$ cat config.mk
export PLATFORM = sky130hd
export DESIGN_NAME = cla_16bits
export DESIGN_NICKNAME = d
export VERILOG_FILES = /design/src/rtl/cla_16bits_pkg.sv /design/src/rtl/cla_16bits_cla_4bits.sv /design/src/rtl/cla_16bits.sv
export SDC_FILE = /design/constraint.sdc
export NUM_CORES = 1
export LEC_CHECK = 0
export ABC_AREA = 1
export CORE_UTILIZATION = 31
export CTS_CLUSTER_DIAMETER = 50
export DETAILED_ROUTE_END_ITERATION = 10
export HOLD_SLACK_MARGIN = 0.1
export MAX_ROUTING_LAYER = met4
export PLACE_DENSITY_LB_ADDON = 0.05
export SLEW_MARGIN = 40
export SYNTH_ARGS = -nofsm -noshare
export SYNTH_HDL_FRONTEND = slang
export SYNTH_SLANG_ARGS = --single-unit
$ cat constraint.sdc
create_clock -name clk_i -period 2.89 [get_ports clk_i]
set_clock_uncertainty 0.2 [all_clocks]
set_input_delay 0.4335 -clock clk_i [delete_from_list [all_inputs] [get_ports clk_i]]
set_output_delay 0.4335 -clock clk_i [all_outputs]
set_load 0.005 [all_outputs]
$ cat src/rtl/cla_16bits_pkg.sv
// Shared width constants for the 16-bit two-level carry-lookahead adder.
package cla_16bits_pkg;
  localparam int unsigned DATA_W = 16;
  localparam int unsigned GRP_W  = 4;
  localparam int unsigned GRP_N  = 4;
endpackage

$ cat src/rtl/cla_16bits_cla_4bits.sv
// 4-bit lookahead block: internal carries from local g/p, plus group generate/propagate.
module cla_4bits
  import cla_16bits_pkg::*;
(
  input  logic [GRP_W-1:0] a,
  input  logic [GRP_W-1:0] b,
  input  logic             ci,
  output logic [GRP_W-1:0] s,
  output logic             G,
  output logic             P
);

  logic [GRP_W-1:0] w_g;
  logic [GRP_W-1:0] w_p;
  logic [GRP_W-1:0] w_c;

  assign w_g = a & b;
  assign w_p = a ^ b;

  // Every carry is a flat sum of products of ci and the lower g/p; no ripple.
  assign w_c[0] = ci;
  assign w_c[1] = w_g[0] | (w_p[0] & ci);
  assign w_c[2] = w_g[1] | (w_p[1] & w_g[0]) | (w_p[1] & w_p[0] & ci);
  assign w_c[3] = w_g[2] | (w_p[2] & w_g[1]) | (w_p[2] & w_p[1] & w_g[0])
                | (w_p[2] & w_p[1] & w_p[0] & ci);

  assign G = w_g[3] | (w_p[3] & w_g[2]) | (w_p[3] & w_p[2] & w_g[1])
           | (w_p[3] & w_p[2] & w_p[1] & w_g[0]);
  assign P = &w_p;

  assign s = w_p ^ w_c;

endmodule

$ cat src/rtl/cla_16bits.sv
// Registered 16-bit adder: four cla_4bits groups joined by a second-level lookahead unit.
module cla_16bits
  import cla_16bits_pkg::*;
(
  input  logic              clk_i,
  input  logic              rst_i,
  input  logic [DATA_W-1:0] A_i,
  input  logic [DATA_W-1:0] B_i,
  input  logic              Ci_i,
  output logic [DATA_W-1:0] S_o,
  output logic              Co_o
);

  logic [GRP_N-1:0]  w_G;
  logic [GRP_N-1:0]  w_P;
  logic [GRP_N-1:0]  w_gci;
  logic [DATA_W-1:0] w_sum;
  logic              w_c4, w_c8, w_c12, w_c16;

  logic [DATA_W-1:0] r_s;
  logic              r_co;

  for (genvar k = 0; k < GRP_N; k++) begin : g_grp
    cla_4bits u_grp (
      .a  (A_i[k*GRP_W +: GRP_W]),
      .b  (B_i[k*GRP_W +: GRP_W]),
      .ci (w_gci[k]),
      .s  (w_sum[k*GRP_W +: GRP_W]),
      .G  (w_G[k]),
      .P  (w_P[k])
    );
  end

  assign w_c4  = w_G[0] | (w_P[0] & Ci_i);
  assign w_c8  = w_G[1] | (w_P[1] & w_G[0]) | (w_P[1] & w_P[0] & Ci_i);
  assign w_c12 = w_G[2] | (w_P[2] & w_G[1]) | (w_P[2] & w_P[1] & w_G[0])
               | (w_P[2] & w_P[1] & w_P[0] & Ci_i);
  assign w_c16 = w_G[3] | (w_P[3] & w_G[2]) | (w_P[3] & w_P[2] & w_G[1])
               | (w_P[3] & w_P[2] & w_P[1] & w_G[0])
               | (w_P[3] & w_P[2] & w_P[1] & w_P[0] & Ci_i);

  assign w_gci = {w_c12, w_c8, w_c4, Ci_i};

  always_ff @(posedge clk_i) begin
    if (rst_i) begin
      r_s  <= '0;
      r_co <= 1'b0;
    end else begin
      r_s  <= w_sum;
      r_co <= w_c16;
    end
  end

  assign S_o  = r_s;
  assign Co_o = r_co;

endmodule

* Yosys cells after proc, flatten, opt, wreduce, memory -nomap -nowiden
Index checks and enable logic that the tools add are counted. Widths: inputs -> output; s select.
Storage, ports and cells: register bits 17, bits in latches 0, bits in read-only memories 0, input port bits 35, memories 0, bits in writable memories 0
Operators by class: div/mod/pow operators 0, $add $sub $neg 0, muxes and demuxes 0, reduce and logical (&&, ||, !) cells 4, equality and inequality tests 0, shifts and indexed selects 0, $lt $le $gt $ge 0, bitwise operators 130, multiply operators 0
Operators by type and width (number):
- $and 1x1->1 | 72
- $or 1x1->1 | 46
- $xor 4x4->4 | 8
- $and 4x4->4 | 4
- $reduce_and 4->1 | 4

* Depth between registers and ports, before layout
Gate-level depths: netlist (run 1).
depth after elaboration 12, depth in mapped cells 12

* By module
From an unflattened synthesis (run 1), not the netlist that was laid out.
Unflattened totals: cells, all modules 194, area, all modules 1322.5 µm²
Modules (own cells, without submodules):
- cla_4bits | area each 190.2 µm², times used 4, cells each 31
- cla_16bits | area each 561.8 µm², times used 1, cells each 70

* Worst setup path before layout (run 1)
Ideal clock, no wire load.
path type input to register, from in A_i[5], to reg r_s[13], in the netlist S_o[13], stages on the path 10, setup time 0.115 ns, arrival 1.800 ns, setup slack 0.775 ns, cell sequence ha_1 > nand2_1 > nand2_1 > nand2_1 > nand2_1 > a21oi_1 > nand2_2 > fa_1 > xnor2_1 > nor2_1
Between the ends: longest elaborated chain between the ends 11, elaborated cells on any way between the ends 19, classes of those cells 18 x bitwise; 1 x reduce/logical
RTL lines:
- from (decl) | line cla_16bits.sv:7 | input logic [DATA_W-1:0] A_i,
- $and 4x4->4 / $xor 4x4->4 (equally long branches) | line cla_16bits_cla_4bits.sv:17, cla_16bits_cla_4bits.sv:18
- $and 1x1->1 (on tied branches) | line cla_16bits_cla_4bits.sv:27, cla_16bits_cla_4bits.sv:28
- $or 1x1->1 / $and 1x1->1 (equally long branches) | line cla_16bits_cla_4bits.sv:27, cla_16bits_cla_4bits.sv:28
- $or 1x1->1 | line cla_16bits_cla_4bits.sv:28 | | (w_p[3] & w_p[2] & w_p[1] & w_g[0]);
- $and 1x1->1 | line cla_16bits.sv:36 | assign w_c12 = w_G[2] | (w_P[2] & w_G[1]) | (w_P[2] & w_P[1] & w_G[0])
- $or 1x1->1 (2 in series) | line cla_16bits.sv:36
- $or 1x1->1 (*) | line cla_16bits.sv:37 | | (w_P[2] & w_P[1] & w_P[0] & Ci_i);
- $and 1x1->1 (*) | line cla_16bits_cla_4bits.sv:22 | assign w_c[1] = w_g[0] | (w_p[0] & ci);
- $or 1x1->1 (*) | line cla_16bits_cla_4bits.sv:22
- $xor 4x4->4 (*) | line cla_16bits_cla_4bits.sv:31 | assign s = w_p ^ w_c;
- to (signal assigned) | line cla_16bits.sv:49 | r_s <= w_sum;
- to (decl) | line cla_16bits.sv:20 | logic [DATA_W-1:0] r_s;
Every way passes the cells marked *; elsewhere a longest branch is shown, timed or not. A chain may end at the register's enable or synchronous reset.

* Worst setup path after layout (run 1)
Same ends and word-level chain as after synthesis.

==> results of run 1 <==
[cells in the mapped netlist (all sizes together)]
library cell,number,share of area
ha,16,0.17
a21oi,11,0.046
buf,1,0.0094
inv,28,0.088
o21ai,1,0.0042
a31oi,2,0.010
and3,1,0.0052
a221oi,2,0.015
fa,4,0.067
dfxtp,17,0.28
xor2,2,0.015
and2,1,0.0052
xnor2,2,0.015
clkinv,1,0.0031
nand3,7,0.033
nand3b,1,0.0063
nor2,24,0.077
nand2,43,0.14
a21o,1,0.0063
[layer usage]
layer / vias up / routed length, um
met2: 35 / 1180
li1: 625 / -
met3: 2 / 175
met4: 0 / 21
met1: 523 / 1290
met5: - / 0
[cell type report]
type / instances / area, um2 / share of cell area
sequential: 17 / 340 / 0.189
tap: 48 / 60.1 / 0.0333
timing repair buffer: 51 / 510 / 0.283
multi-input combinational: 118 / 739 / 0.410
clock buffer: 4 / 45.0 / 0.0250
inverter: 29 / 109 / 0.0603
[how the worst max path moves through the flow]
stage               slack (ns)  cells after the start       to
floorplan                 0.78                     10  S_o[13]
global placement          0.26                     11  S_o[13]
detailed placement        0.19                     11  S_o[13]
CTS                       0.47                     11  S_o[13]
global route              0.29                     11  S_o[13]
finish                    0.47                     11  S_o[13]
[sequential cells by signal, indices dropped and copies added, names as in the netlist]
register  cells
S_o          16
Co_o          1
[stage by stage]
| step | std cells | power (W) |
|---|---|---|
| 2_1_floorplan | 165 | 0.000419 |
| 4_1_cts | 267 | 0.000740 |
| 3_3_place_gp | 263 | 0.000550 |
| 5_1_grt | 267 | 0.000790 |
| 6_report | 267 | 0.000726 |
| 3_5_place_dp | 263 | 0.000552 |
[power by group through the flow]
stage          clock (W)  combinational [W]  sequential, W
3_5_place_dp           0           0.000274       0.000278
5_1_grt         0.000205           0.000310       0.000275
2_1_floorplan          0           0.000138       0.000281
3_3_place_gp           0           0.000273       0.000277
4_1_cts         0.000191           0.000277       0.000273
6_report        0.000180           0.000274       0.000272
[worst max-delay path: cells and delay by family]
kind | cells | cell delay [ns]
and+or+nand+nor | 6 | 0.44
AOI/OAI and AO/OA | 1 | 0.15
buffers and inverters | 1 | 0.41
xor gates and xnor gates | 1 | 0.17
adders and majority gates | 2 | 0.76
[logic make-up after synthesis]
group / Yosys count / share of synthesized area
AOI/OAI and AO/OA: 17 / 0.0813
adders and majority gates: 20 / 0.234
and+or+nand+nor: 77 / 0.272
buffers and inverters: 30 / 0.100
xor gates and xnor gates: 4 / 0.0292
DFF: 17 / 0.284
[cells in the final DEF, fill, tap and decap left out, drive strengths merged, types with 2 or more instances in the layout]
cell type	n
dfxtp	17
clkdlybuf4s50	51
nand2	43
nor2	24
a221oi	2
a21oi	11
inv	28
ha	16
clkbuf	4
fa	4
a31oi	2
nand3	7
xor2	2
xnor2	2
==> reports/summary.md, run 1 <==
The tools report the post-route standard cell area excluding fillers as 1800 um2. In this run the post-CTS setup repair buffer count came out at 0. The setup TNS after final layout is 0 ns, and the final count of pins violating max slew is 0. The count of nets left with antenna violations once routing finished came out at 0.

The overall global routing resource usage came out at 0.153. After detailed routing, the total wire length is 2670 um. The busiest metal layer after global routing was met2. The share of the cycle needed by the critical path after routing is 0.839.

The placed instances occupy a cell area of 1760 um2. Critical path class: primary input to flip-flop. OpenSTA, run right after detailed placement, puts the worst setup slack at 0.185 ns. The switching share of total power was 0.292; the power per cell area was 403 nW/um2. The clock root buffer was sky130_fd_sc_hd__clkbuf_8. The analysis attributes to cell leakage a power of 0.902 nW. Before antenna repair, the detailed router went through 4 iterations. The area of the die came out at 4120 um2.

Traced cell by cell, the critical path runs through clkdlybuf4s50_1 > ha_1 > nand2_1 > nand2_1 > nand2_1 > nand2_1 > a21oi_1 > nand2_2 > fa_1 > xnor2_1 > nor2_1. The largest fanout of any net on the critical path is 5. The per-cell via count in the routed design is 4.44, and the final setup slack of the worst path is 0.466 ns. The internal portion of the total power is 0.000515 W. 52 I/O pins were placed.

The register clock-pin slew on the reported worst setup and hold paths is 0.07 ns, and the switching power summed over all nets is 0.000212 W. The run gives 2150 um as the half-perimeter wire length after placement. The worst hold path passes through 4 cells. Row generation in the floorplan step produced 22 rows. For the worst setup path, the data arrival time is 2.36 ns. For the pin with the worst max-slew slack, the measured transition is 0.350 ns. The met2 usage is 0.258.

The tool flagged a number of max-cap violations equal to 0. TritonCTS built the clock tree. The distinct cell type count after synthesis came out at 22. The die outline height works out to 64.2 um.

For this design, the slowest cell found on the critical path is sky130_fd_sc_hd__clkdlybuf4s50_1. The layout cell share with drive strength beyond 1 came out at 0.0457. For this run, the slowest stage of the critical path takes 0.41 ns. The logs give 2 for the maximum clock path buffer count and 3 for the total clock buffers created by CTS.

The number of levels in the clock H-tree came out at 1. Start point of the critical path: A_i[5]. The area added between synthesis and finish is 50.4%. Counting the fill cells in the layout gives 390. The global-route wire length before repair was 4840 um.

The combinational cell fraction of total power is 0.377. Startpoint of the worst hold path: Ci_i. The mean instance size in the synthesized netlist is 7.27 um2, and the count of unresolved DRC violations after routing is 0.

The run gives 0.861 as the final RePlAce weighted congestion. For hold timing, the worst endpoint is S_o[0]. Once the clock tree was built, the resizer swapped 0 gates to a different size.

After clock tree synthesis, the flow added hold-fix buffers numbering 0. The required time of the critical path is 2.82 ns. The initial antenna violation count was 0.

For the met3 routing resource usage after global routing, the log shows 0.0232. The area of the core came out at 3690 um2. The detailed-route wire length per cell works out to 10.0 um. Setup repair after global routing left no endpoint under its margin. The number of storage elements in the synthesis netlist is 17. Timing would allow up to 412 MHz.

Counting every sink on the clock net gives 17. The first routing iteration left 55 violations. The run gives 1200 um2 as the synthesized cell area. Setup violations remaining at the end of the flow were counted as 0.

The run gives 0.767 as the relative slew slack. The Yosys step of the flow raised 0 warnings. The total nets after synthesis came out at 220.

The dominant cell type by count on the critical path is sky130_fd_sc_hd__nand2_1. Number of buffers inserted by port buffering: 51. Nature of the critical path endpoint: a flip-flop. The largest net degree at the start of global routing is 10.

The logs give 0.248 for the share of total power in the clock network and 1191 for the via count of the first global-routing pass. The flow ran to the end, and the final reports show no timing, DRC or antenna violations. 0 antenna diodes ended up in the layout. The clock period minus worst slack works out to 2.42 ns. The effective utilization at floorplan was 0.325. The worst hold path belongs to the class primary input to flip-flop. The portion of total power attributed to sequential cells was 0.375; the worst hold margin was 0.711 ns. In the synthesized netlist, the number of instances is 165. The number of nets in the finished design was 275.

Type of origin of the critical path: a primary input. Summing over every cut layer, the via total after detailed routing is 1185. The hold violation total from the final report is 0, and the die outline width is 64.2 um. The worst-case IR drop observed on VDD is 0.201 mV. The proportion of synthesized chip area in sequential cells is 0.284, and the global-route congestion overflow total is 0. The share of the core filled with cells came out at 0.489.

The met1 global-route usage is 0.183.
(Power assumes the default switching activity.)
==> run 2, diff against run 1 <==
- clock period: 2.89 -> 2.2 ns (I/O delays scaled with it)
==> run 2 against run 1 <==
Effect of this change: setup slack got worse by 0.41 ns; non-clock buffer count rose by 20; routed wire length rose by 13%; design area rose by 17%; die area did not move; critical endpoint unchanged; highest routed layer unchanged; sequential share of layout area fell by 2.7 points; count of clock-buffer cells in the layout fell by 1; hold slack got worse by 0.39 ns; clock power rose by 34%; cell count rose by 7.5%; critical path depth did not move.
==> reports/summary.md, run 2 (same netlist as run 1, synthesis figures left out) <==
The flow ran to the end, and the final reports show no timing, DRC or antenna violations. The tools report the total clock buffers created by CTS as 3. For the initial DRC count, the log shows 35. By instance count, the cell type seen most on the critical path is sky130_fd_sc_hd__nand2_2. The largest stage delay on the critical path works out to 0.51 ns. Antenna violation net count after detailed routing: 0. Effective utilization at floorplan: 0.325. For the pin with the worst max-slew slack, the measured transition is 0.335 ns. STA classifies the critical path endpoint as a flip-flop. The worst min-delay path category is primary input to flip-flop. At the worst endpoint, the arrival time is 2.10 ns.

After detailed routing, the number of vias per cell comes to 4.39. For the initial antenna violation count, the log shows 0. The number of placed instances, taps included is 283, and the timing-limited maximum frequency is 466 MHz. Once the clock tree was built, the setup fixing pass inserted 0 buffers. The required time of the critical path came out at 2.15 ns. For this design the top-level I/O count stands at 52. Setup repair after global routing could not meet its margin everywhere. Grouping stages by cell kind, the critical path spends the most delay in adder cells. Hold violation total from the final report: 0. Combined buffer and inverter count along the critical path: 2. Port buffering added 51 buffers. The library cell used most frequently in the layout, excluding fill and tap cells, is sky130_fd_sc_hd__clkdlybuf4s50_1.

The type of origin of the critical path is a primary input. The switching share of total power came out at 0.302. The final cell count without fillers is 287.

The run gives 0 as the final count of pins violating max slew. Across all setup checks in the final design, the least slack found is 0.0538 ns. The register clock-pin slew on the reported worst setup and hold paths came out at 0.07 ns. The die is 64.2 um wide. The register with the most flip-flops in the layout has 16 of them. The CTS sink count was 17. Half-perimeter wire length after placement: 2330 um. Subtracting the final worst setup slack from the clock period gives 2.15 ns. Combinational cell fraction of total power: 0.424. The power per cell area is 495 nW/um2. The tool flagged a number of max-cap violations equal to 0. The logs give 4120 um2 for the area of the die and 0.000314 W for the switching power summed over all nets.

The largest fanout of any net on the critical path works out to 3. Walking the worst path, the cells encountered are clkdlybuf4s50_1 > ha_4 > nand2_2 > inv_1 > nand2_1 > nand2_2 > a21oi_2 > nand2_2 > fa_1 > xnor2_1 > nor2_1. The run gives 0.777 as the relative slew slack.

The setup TNS after final layout came out at 0 ns. For the count of unresolved DRC violations after routing, the log shows 0. For this run, the detailed router's first-pass iteration total came to 4. The share of total power in the clock network came out at 0.232.

In this run the deepest clock path goes through 2 buffers. The net count of the finished layout is 295. The first global-routing pass estimated 4800 um of wire.

CTS placed an instance of sky130_fd_sc_hd__clkbuf_8 at the clock tree root. Setup violations remaining at the end of the flow were counted as 0. The number of levels in the clock H-tree is 1. Entering global routing, the biggest net connects 11 pins. The tools report the worst setup timing slack at the placement stage as -0.295 ns. The number of rows created at floorplan is 22, and the die outline height is 64.2 um.

The area growth from synthesis to layout is 75.4%. The detailed-route wire length per cell came out at 10.5 um. The tools report the final RePlAce weighted congestion as 0.873.

Global routing finished with a remaining overflow of 0. The logs give 0.155 for the overall global routing resource usage and 0.241 mV for the largest vdd supply drop. The internal power component was 0.000727 W. The tools report the routed wire length as 3010 um. Static leakage: 1.05 nW. The cell with the biggest individual delay on the critical path was sky130_fd_sc_hd__clkdlybuf4s50_1. Post-route standard cell area excluding fillers: 2100 um2. The floorplan step defined a core boundary enclosing 3690 um2. The repair_antennas step left the layout with diodes totalling 0.

The layout cell share with drive strength beyond 1 came out at 0.209. TritonCTS built the clock tree. In the layout the commonest cells are sky130_fd_sc_hd__clkdlybuf4s50_1, sky130_fd_sc_hd__nand2_1, sky130_fd_sc_hd__inv_1. The tools report the share of the core filled with cells as 0.571. By startpoint and endpoint, the worst setup path is classified as primary input to flip-flop.

After detailed placement, the total cell area comes to 1910 um2. Via count of the first global-routing pass: 1201. The portion of total power attributed to sequential cells was 0.344; the share of the cycle needed by the critical path after routing was 0.976. The routed layout has 1261 vias.
-- run 2: cell count changes in the layout (fill, tap and decap cells not counted), moves of 6 or more --
cell / previous run / this run
sky130_fd_sc_hd__nand2_1: 38 / 32
sky130_fd_sc_hd__buf_4: 0 / 20
sky130_fd_sc_hd__ha_1: 16 / 9
sky130_fd_sc_hd__ha_4: 0 / 7
-- run 2: through the flow --
step	total power [W]	hold slack (ns)
after global placement	0.000764	0.835
after detailed placement	0.000770	0.833
after floorplan	0.000550	0.312
after global routing	0.00112	0.346
after CTS	0.00102	0.576
final	0.00104	0.320
-- run 2: cell type report --
| type | count | area (um2) |
|---|---|---|
| clock buffer | 3 | 41.3 |
| fill | 358 | 1580 |
| inverter | 29 | 109 |
| timing repair buffer | 71 | 673 |
| multi-input combinational | 118 | 876 |
| tap | 48 | 60.1 |
| sequential | 17 | 340 |
| clock inverter | 1 | 5.00 |
-- run 2: timing repair --
item	CTS	global route
setup endpoints to repair	2	4
gates resized for setup	1	25
hold buffers	0	0
pin swaps	0	13
gates cloned	0	0
-- run 2: final timing paths --
kind / start / end / depth (start not counted)
worst max-delay path: B_i[7] / S_o[13] / 11
worst min-delay path: B_i[0] / S_o[0] / 4
-- run 2: routing by layer --
metal	share of wire	global-route usage
met4	0.016	0.0667
met5	0	-
met1	0.42	0.165
met2	0.50	0.275
met3	0.060	0.0357
-- run 2: power by group through the flow --
stage               Sequential, W  Combinational, W  Clock, W
global placement         0.000364          0.000400         0
floorplan                0.000369          0.000181         0
detailed placement       0.000365          0.000405         0
global route             0.000362          0.000490  0.000269
finish                   0.000358          0.000442  0.000242
CTS                      0.000359          0.000410  0.000254
==> run 3, diff against run 2 <==
- SKIP_LAST_GASP: not set -> 1
==> run 3 against run 2 <==
Effect of this change: count of clock-buffer cells in the layout unchanged; fmax shrank 0.34%; die area unchanged; design area down 1.4%; global-route usage unchanged; critical path depth unchanged; cell count did not move; sequential power is essentially flat; total power is 0.52% lower; sequential share of layout area is 0.23 points higher.
==> reports/summary.md, run 3 (same netlist as run 1, synthesis figures left out) <==
Entering global routing, the biggest net connects 11 pins. The final count of pins violating max slew is 0, and the initial DRC count is 35. The run gives 464 MHz as the timing-limited maximum frequency.

IR analysis of the VDD net gives a maximum drop of 0.241 mV. The layout cell share with drive strength beyond 1 was 0.197. The area of the core is 3690 um2. The worst hold path belongs to the class primary input to flip-flop. The hold violation total from the final report is 0, and the number of levels in the clock H-tree is 1.

Die outline width: 64.2 um. For the global-route congestion overflow total, the log shows 0. The critical path is of the primary input to flip-flop type. The first TritonRoute pass finished after 4 iterations. The logs give 0.155 for the overall global routing resource usage and 0 for the number of buffers inserted by hold repair at cts. CTS saw 17 sinks.

Once detailed placement completed, the half-perimeter wirelength came to 2330 um. In the routed layout, each cell is associated on average with a via count of 4.38. The largest fanout of any net on the critical path is 3. CTS placed an instance of sky130_fd_sc_hd__clkbuf_8 at the clock tree root. Total of max-cap violations: 0. The logs give 2.15 ns for the required time of the critical path and 0.873 for the final RePlAce weighted congestion. Pin placement for this block handled 52 I/O pins.

Excluding fillers, the count of instances in the completed layout stands at 287. The detailed-route wire length per cell is 10.5 um. The run gives 0.325 as the effective utilization at floorplan. The run finished with clean final reports. The number of placed instances, taps included, is 283. The tools report the nature of the critical path endpoint as a flip-flop. The share of the cycle needed by the critical path after routing is 0.979. TritonCTS built the clock tree. After routing the design area is 2070 um2. The standard cell area after detailed placement came out at 1910 um2. The first global-routing pass estimated 4800 um of wire.

The register clock-pin slew on the reported worst setup and hold paths works out to 0.07 ns. The tools report the static leakage as 1.04 nW. The initial antenna violation count is 0. The final route contains 1258 vias. The tools report the number of nets in the finished design as 295. Type of origin of the critical path: a primary input. Counting along the longest clock path gives a buffer depth of 2.

Relative slew slack: 0.777. The area added between synthesis and finish works out to 72.9%. The number of rows created at floorplan is 22, and the die outline height is 64.2 um. The register with the most flip-flops in the layout has 16 of them.

The tools report the via count of the first global-routing pass as 1201. Buffers placed on the I/O ports in this run total 51. The clock period minus worst slack was 2.15 ns; the routed wire length was 3020 um. The top cell types in the final layout, fill and taps aside, are sky130_fd_sc_hd__clkdlybuf4s50_1, sky130_fd_sc_hd__nand2_1, sky130_fd_sc_hd__inv_1.

Setup repair after global routing could not meet its margin everywhere. The die covers 4120 um2. The run gives 3 as the total clock buffers created by CTS.

The power per cell area works out to 500 nW/um2. Setup violations remaining at the end of the flow were counted as 0. The setup TNS after final layout is 0 ns, and the antenna violation net count after detailed routing is 0. The number of inserted diodes was 0. The run gives 0.562 as the share of the core filled with cells. The transition time at the pin with the least slew margin is 0.335 ns.

The run gives 2.11 ns as the arrival time at the worst endpoint. The tools report the count of unresolved DRC violations after routing as 0. Leaving out fill and tap cells, the most frequent cell in the layout is sky130_fd_sc_hd__clkdlybuf4s50_1.
==> run 3: changes by cell type in the layout (fill, tap and decap cells not counted) <==
cell / change
sky130_fd_sc_hd__clkdlybuf4s50_1: +1
sky130_fd_sc_hd__dlymetal6s2s_1: -1
sky130_fd_sc_hd__ha_1: +2
sky130_fd_sc_hd__ha_4: -2
sky130_fd_sc_hd__nand2_1: +1
sky130_fd_sc_hd__nand2_2: -1
==> run 3: final timing paths <==
check	start	cells past startpoint	slack, ns	to
setup / recovery	B_i[7]	11	0.05	S_o[13]
hold / removal	B_i[0]	4	0.32	S_o[0]
==> run 3: layer usage <==
layer	global-route usage	vias to the layer above	part of all wire
met5	-	-	0
met1	0.165	557	0.42
met2	0.275	36	0.51
met3	0.0357	5	0.060
li1	-	660	-
met4	0.0667	0	0.016
==> run 3: layout make-up <==
type                            count  area (um2)
Tap cell                           48        60.1
Sequential cell                    17         340
Inverter                           29         109
Timing Repair Buffer               71         671
Fill cell                         363        1610
Clock inverter                      1        5.00
Multi-Input combinational cell    118         848
Clock buffer                        3        41.3
==> run 3: critical path: stages <==
cell and delay, ns:
sky130_fd_sc_hd__clkdlybuf4s50_1 0.51, sky130_fd_sc_hd__ha_4 0.23, sky130_fd_sc_hd__nand2_2 0.09, sky130_fd_sc_hd__inv_1 0.04, sky130_fd_sc_hd__nand2_1 0.05, sky130_fd_sc_hd__nand2_1 0.07
sky130_fd_sc_hd__a21oi_2 0.14, sky130_fd_sc_hd__nand2_2 0.08, sky130_fd_sc_hd__fa_1 0.38, sky130_fd_sc_hd__xnor2_1 0.14, sky130_fd_sc_hd__nor2_1 0.05
==> run 3: where the power goes <==
part           internal, W  leakage [nW]  switching, W
clock network     0.000126        0.0255      0.000116
logic             0.000251         0.877      0.000185
registers         0.000347         0.142     0.0000114
==> run 3: per-stage QoR <==
stage / power (W) / worst slack [ns] / hold WS [ns]
6_report: 0.00104 / 0.0466 / 0.320
5_1_grt: 0.00112 / -0.0400 / 0.346
4_1_cts: 0.00102 / 0.00742 / 0.576
3_5_place_dp: 0.000770 / -0.295 / 0.833
3_3_place_gp: 0.000764 / -0.242 / 0.835
2_1_floorplan: 0.000550 / 0.189 / 0.312
==> run 3: repair_timing <==
item / in CTS / in global routing
buffers inserted: 0 / 0
pin swaps: 0 / 13
resized for setup: 1 / 21
endpoints found under the setup margin: 2 / 4
